**config.mk**
```make
export PLATFORM = sky130hd
export DESIGN_NAME = imem_arbiter
export DESIGN_NICKNAME = d
export VERILOG_FILES = /design/src/rtl/imem_arb_pkg.sv /design/src/rtl/rr_arb2.sv /design/src/rtl/imem_arbiter.sv
export SDC_FILE = /design/constraint.sdc
export NUM_CORES = 1
export LEC_CHECK = 0
export CORE_ASPECT_RATIO = 0.75
export CORE_MARGIN = 10
export CORE_UTILIZATION = 21
export CTS_CLUSTER_SIZE = 25
export DETAILED_ROUTE_END_ITERATION = 10
export PLACE_DENSITY = 0.84
export SLEW_MARGIN = 20
export SYNTH_ARGS = -nofsm -noshare
export SYNTH_HDL_FRONTEND = slang
export SYNTH_SLANG_ARGS = --single-unit
```
**constraint.sdc**
```tcl
create_clock -name clk -period 2.5 [get_ports clk]
set_input_delay 0.625 -clock clk [delete_from_list [all_inputs] [get_ports clk]]
set_output_delay 0.625 -clock clk [all_outputs]
set_load 0.1 [all_outputs]
```
**src/rtl/imem_arb_pkg.sv**
```systemverilog
// -----------------------------------------------------------------------------
// imem_arb_pkg
// Shared types and defaults for the instruction-memory arbiter.
//   owner_e      : which requester owns the SRAM in a given cycle
//   MAX_WAIT_DEF : default fetch starvation limit in cycles
//   FWAIT_W      : width of the fetch wait counter (holds limits 1..15)
// -----------------------------------------------------------------------------
package imem_arb_pkg;

    typedef enum logic {
        OWN_FETCH  = 1'b0,
        OWN_LOADER = 1'b1
    } owner_e;

    localparam int MAX_WAIT_DEF = 4;
    localparam int FWAIT_W      = 4;

endpackage

```
**src/rtl/rr_arb2.sv**
```systemverilog
// -----------------------------------------------------------------------------
// rr_arb2
// Combinational two-way pick between the fetch port and the loader port.
// The owner history it consumes is registered in the parent.
// Ports:
//   f_req, l_req : same-cycle requests
//   force_f      : fetch has waited its limit and must win a tie
//   hold_l       : loader asked to keep the grant it held last cycle
//   last_owner   : winner of the most recent granted cycle
//   f_win, l_win : one-hot (or zero) pick
// -----------------------------------------------------------------------------
module rr_arb2
    import imem_arb_pkg::*;
(
    input  logic   f_req,
    input  logic   l_req,
    input  logic   force_f,
    input  logic   hold_l,
    input  owner_e last_owner,
    output logic   f_win,
    output logic   l_win
);

    always_comb begin
        f_win = 1'b0;
        l_win = 1'b0;
        if (f_req && l_req) begin
            if (force_f) begin
                f_win = 1'b1;
            end else if (hold_l) begin
                l_win = 1'b1;
            end else if (last_owner == OWN_LOADER) begin
                f_win = 1'b1;
            end else begin
                l_win = 1'b1;
            end
        end else begin
            f_win = f_req;
            l_win = l_req;
        end
    end

endmodule

```
**src/rtl/imem_arbiter.sv**
```systemverilog
// -----------------------------------------------------------------------------
// imem_arbiter
// Shares one single-port instruction SRAM between the core fetch port and a
// loader port. Grants are combinational; read data returns one cycle after
// the grant on the port that issued the read. One access per cycle.
// Ports:
//   clk, rst_n                         : clock, async active-low reset
//   f_req, f_addr                      : fetch read request
//   f_gnt, f_rvalid, f_rdata           : fetch grant and read return
//   l_req, l_we, l_lock, l_addr, l_wdata : loader request (read/write, lock)
//   l_gnt, l_rvalid, l_rdata           : loader grant and read return
//   instr_sram_en/we/addr/wdata        : SRAM drive
//   instr                              : SRAM read data (1-cycle latency)
// -----------------------------------------------------------------------------
module imem_arbiter
    import imem_arb_pkg::*;
#(
    parameter int ADDR_W   = 32,
    parameter int DATA_W   = 32,
    parameter int MAX_WAIT = MAX_WAIT_DEF
) (
    input  logic              clk,
    input  logic              rst_n,

    input  logic              f_req,
    input  logic [ADDR_W-1:0] f_addr,
    output logic              f_gnt,
    output logic              f_rvalid,
    output logic [DATA_W-1:0] f_rdata,

    input  logic              l_req,
    input  logic              l_we,
    input  logic              l_lock,
    input  logic [ADDR_W-1:0] l_addr,
    input  logic [DATA_W-1:0] l_wdata,
    output logic              l_gnt,
    output logic              l_rvalid,
    output logic [DATA_W-1:0] l_rdata,

    output logic              instr_sram_en,
    output logic              instr_sram_we,
    output logic [ADDR_W-1:0] instr_sram_addr,
    output logic [DATA_W-1:0] instr_sram_wdata,
    input  logic [DATA_W-1:0] instr
);

    localparam logic [FWAIT_W-1:0] WAIT_LIM = FWAIT_W'(MAX_WAIT);

    logic [FWAIT_W-1:0] fwait_p1;
    owner_e             last_owner_p1;
    logic               l_held_p1;
    logic               pend_p1;
    owner_e             rd_owner_p1;

    logic               f_win;
    logic               l_win;

    // The lock only extends a loader tenure that was live in the previous
    // cycle; after reset or an idle gap the tie falls back to round-robin,
    // which with last_owner reset to LOADER hands fetch the first tie.
    rr_arb2 u_pick (
        .f_req      (f_req),
        .l_req      (l_req),
        .force_f    (fwait_p1 == WAIT_LIM),
        .hold_l     (l_lock && l_held_p1),
        .last_owner (last_owner_p1),
        .f_win      (f_win),
        .l_win      (l_win)
    );

    // Grants are forced low while reset is held so every output is quiet.
    assign f_gnt = rst_n & f_win;
    assign l_gnt = rst_n & l_win;

    // Stage 0: SRAM drive from the winner
    always_comb begin
        instr_sram_en    = 1'b0;
        instr_sram_we    = 1'b0;
        instr_sram_addr  = '0;
        instr_sram_wdata = '0;
        if (f_gnt) begin
            instr_sram_en   = 1'b1;
            instr_sram_addr = f_addr;
        end else if (l_gnt) begin
            instr_sram_en    = 1'b1;
            instr_sram_we    = l_we;
            instr_sram_addr  = l_addr;
            instr_sram_wdata = l_wdata;
        end
    end

    // Stage 0 -> 1: owner history, starvation counter, read tag
    always_ff @(posedge clk or negedge rst_n) begin
        if (!rst_n) begin
            fwait_p1      <= '0;
            last_owner_p1 <= OWN_LOADER;
            l_held_p1     <= 1'b0;
            pend_p1       <= 1'b0;
            rd_owner_p1   <= OWN_FETCH;
        end else begin
            if (f_gnt) begin
                last_owner_p1 <= OWN_FETCH;
            end else if (l_gnt) begin
                last_owner_p1 <= OWN_LOADER;
            end
            l_held_p1 <= l_gnt;

            if (!f_req || f_gnt) begin
                fwait_p1 <= '0;
            end else if (fwait_p1 != WAIT_LIM) begin
                fwait_p1 <= fwait_p1 + 1'b1;
            end

            // Writes retire at grant; only reads leave a response pending.
            pend_p1 <= f_gnt || (l_gnt && !l_we);
            if (f_gnt) begin
                rd_owner_p1 <= OWN_FETCH;
            end else if (l_gnt) begin
                rd_owner_p1 <= OWN_LOADER;
            end
        end
    end

    // Stage 1: route SRAM data to the port that issued the read
    assign f_rvalid = pend_p1 && (rd_owner_p1 == OWN_FETCH);
    assign l_rvalid = pend_p1 && (rd_owner_p1 == OWN_LOADER);
    assign f_rdata  = f_rvalid ? instr : '0;
    assign l_rdata  = l_rvalid ? instr : '0;

endmodule

```
==> results.py <==
metrics = {
    "die": {
        "start_util": 0.214,
        "dieArea_sq_um": 10600,
        "io_pins": 268,
        "die_h_microns": 91.8,
        "rows": 26,
        "die_w_microns": 116,
        "coreArea_sq_um": 6730,
    },
    "clock_tree": {
        "tritoncts": "done",
        "root_buffer": "clkbuf_8",
        "cts.sinks": 8,
        "clock_latency_ps": 250,
        "clk_pin_slew_worst_paths_ps": 50,
        "cts_max_path_buffers": 2,
        "cts_buffers": 3,
        "ctsHoldBuffers": 0,
        "h-tree-depth": 1,
    },
    "setup_path": {
        "worstSetupEndpointType": "primary output",
        "crit_path_max_fanout": 10,
        "crit_start": "fwait_p1[1]",
        "crit_chain": "inv_2 -> ha_4 -> and3b_4 -> a221oi_4 -> buf_6 -> buf_16 -> and2_4 -> buf_12",
        "cp.required_ps": 1880,
        "path_class": "reg2out",
        "slowest_stage": "a221oi_4",
        "arrival_ps": 2270,
        "worstSetupStartpointType": "register",
        "reg2reg_from": "fwait_p1[1]",
        "cp_slowest_stage_delay_ps": 440,
    },
    "sta": {
        "worst_pin_slew_ps": 493,
        "fmax_mhz": 345,
        "rsz0062_at_grt": "yes",
        "setup_violations": 67,
        "skew_ps": 0.851,
        "finalCritPeriodShare": 1.16,
        "worst_slack_ps": -398,
        "max-slew-margin-rel": 0.669,
        "hold_viol_final": 0,
        "period_minus_slack_ps": 2900,
        "drv_slew": 0,
    },
    "synth": {
        "yosys.cell_count.top_type": "and2_1",
        "yosys-top-cells-count": "and2_1, and3_1, a22o_1",
        "yosysWarnings": 0,
        "ys_top_cells_by_area": "and2_1, a22o_1, and3_1, dfrtp_1, buf_6",
        "synth-seq-cells": 8,
        "syn_area_sq_um": 1440,
        "synth_compound_area_frac": 0.239,
        "yosys.area.top_type": "and2_1",
        "synth_fa_ha_area_frac": 0.0173,
        "yosys.area_share.simple": 0.484,
        "ys_types": 26,
        "synth-edff-count": 0,
        "synth_nets": 326,
        "synthXorXnorAreaFrac": 0.0121,
        "synthCells": 190,
        "syn_avg_cell_area_sq_um": 7.59,
        "ys_async_sr_fraction": 1.00,
        "synth_flop_cell": "dfrtp_1",
        "yosysTopAreaCellShare": 0.291,
        "synth_top_family_by_area": "simple AND/OR/NAND/NOR gates",
        "ys_seq_area_frac": 0.140,
        "muxShareOfSynthArea": 0.0156,
    },
    "power_and_ir_drop": {
        "peakVddDrop_mv": 0.262,
        "leakage_nw": 2.89,
        "p_per_area_nw_per_um2": 416,
    },
    "drt": {
        "first_pass_iters": 6,
        "wl_per_cell_microns": 42.4,
        "vias": 3455,
        "antenna_left": 0,
        "route.final.wire_length_microns": 23900,
        "drtIter0Drc": 448,
        "vias_per_cell": 6.12,
        "route.detailed.drc": 0,
    },
    "finish": {
        "final_area_sq_um": 6470,
        "syn_to_final_growth_pct": 348,
        "layout-drive-gt1-share": 0.548,
        "fin_cells": 565,
        "finalNetCount": 615,
        "fillers": 122,
    },
    "grt": {
        "grt_max_degree": 35,
        "grt_pass1_vias": 3551,
        "grt_usage": 0.356,
        "grt_pass1_wl_microns": 27600,
        "antenna_found_initial": 1,
        "grt-ovfl-total": 0,
    },
    "hold_path": {
        "hold_path.class": "in2async",
    },
    "place": {
        "hpwl_microns": 12600,
        "numPortBuffers": 267,
        "gp_congestion": 0.870,
        "dpl_cell_area_sq_um": 5930,
        "dp_cells": 539,
        "place_ws_ps": -511,
    },
    "status": {
        "status": "complete, but fails checks",
        "violations": "setup timing",
    },
    "job": {
        "cap_violations": 0,
    },
}
[stage by stage]
step | utilization | hold slack (ps) | total power [mW] | TNS, ps
4_1_cts | 0.938 | 571 | 2.52 | -9950
6_report | 0.960 | 679 | 2.69 | -24480
5_1_grt | 0.960 | 679 | 2.71 | -26230
2_1_floorplan | - | 329 | 1.34 | -992
3_3_place_gp | 0.880 | 516 | 2.20 | -25420
3_5_place_dp | 0.880 | 549 | 2.24 | -31460
[report_power, final]
| part | total [mW] | internal (mW) | switching [mW] |
|---|---|---|---|
| clock | 0.188 | 0.113 | 0.0758 |
| combinational | 2.34 | 0.915 | 1.43 |
| sequential | 0.156 | 0.143 | 0.0130 |
| total | 2.69 | 1.17 | 1.52 |
[worst max-delay path, delay by kind of cell (launching register included)]
family,cells,cell delay [ps]
compound gates,1,440
simple gates,2,380
flops,1,400
buf+inv,4,630
fa+ha+maj,1,160
[layer usage]
metal / global-route usage / share of wire / up-vias / wire length (microns)
met5: 0 / 0 / - / 0
li1: - / - / 1253 / -
met3: 0.0970 / 0.11 / 178 / 2570
met4: 0.150 / 0.099 / 0 / 2360
met2: 0.656 / 0.49 / 400 / 11700
met1: 0.372 / 0.31 / 1624 / 7350
[cells by family after synthesis]
group | after synthesis
AO/OA/AOI/OAI | 40
XOR/XNOR | 2
adder cells (fa/ha/maj) | 2
buffers and inverters | 23
flip-flops | 8
multiplexers | 2
AND/OR/NAND/NOR | 113
[registers in the layout, summed over array words and instances, names as in the netlist]
name,cells
fwait_p1,4
last_owner_p1,1
rd_owner_p1,1
pend_p1,1
l_held_p1,1
[cells in the final DEF (no fill, tap or decap), drive strengths merged, types with 3 or more instances in the layout]
master           n
clkdlybuf4s15    3
a22o            32
and2            67
inv              3
diode            3
and3            36
dfrtp            7
nor2             3
clkbuf           9
nand2            3
buf            166
clkdlybuf4s50  129
[area by class of cell]
cell class	count	area, sq um	area share
repair buffers	304	4570	0.706
multi-input cells	159	1530	0.236
clock buffers	4	45.0	0.00696
diodes	3	7.51	0.00116
flip-flops and latches	8	201	0.0311
well taps	84	105	0.0163
inverters	3	11.3	0.00174
[worst paths after layout]
check	endpoint	slack (ps)	cells past startpoint
min in group clk	last_owner_p1	680	2
worst min-delay path	fwait_p1[0]	680	3
worst min register to register	last_owner_p1	680	2
worst max-delay path	instr_sram_wdata[31]	-400	8
max in group asynchronous	last_owner_p1	1580	3
worst max register to register	pend_p1	510	7
[timing repair]
action / in CTS / in global routing
endpoints found under the setup margin: 67 / 67
gates resized for setup: 50 / 2
setup buffers: 6 / 2
pin swaps: 11 / 16
gates cloned: 6 / 5
Power figures use the tool's default switching activity.
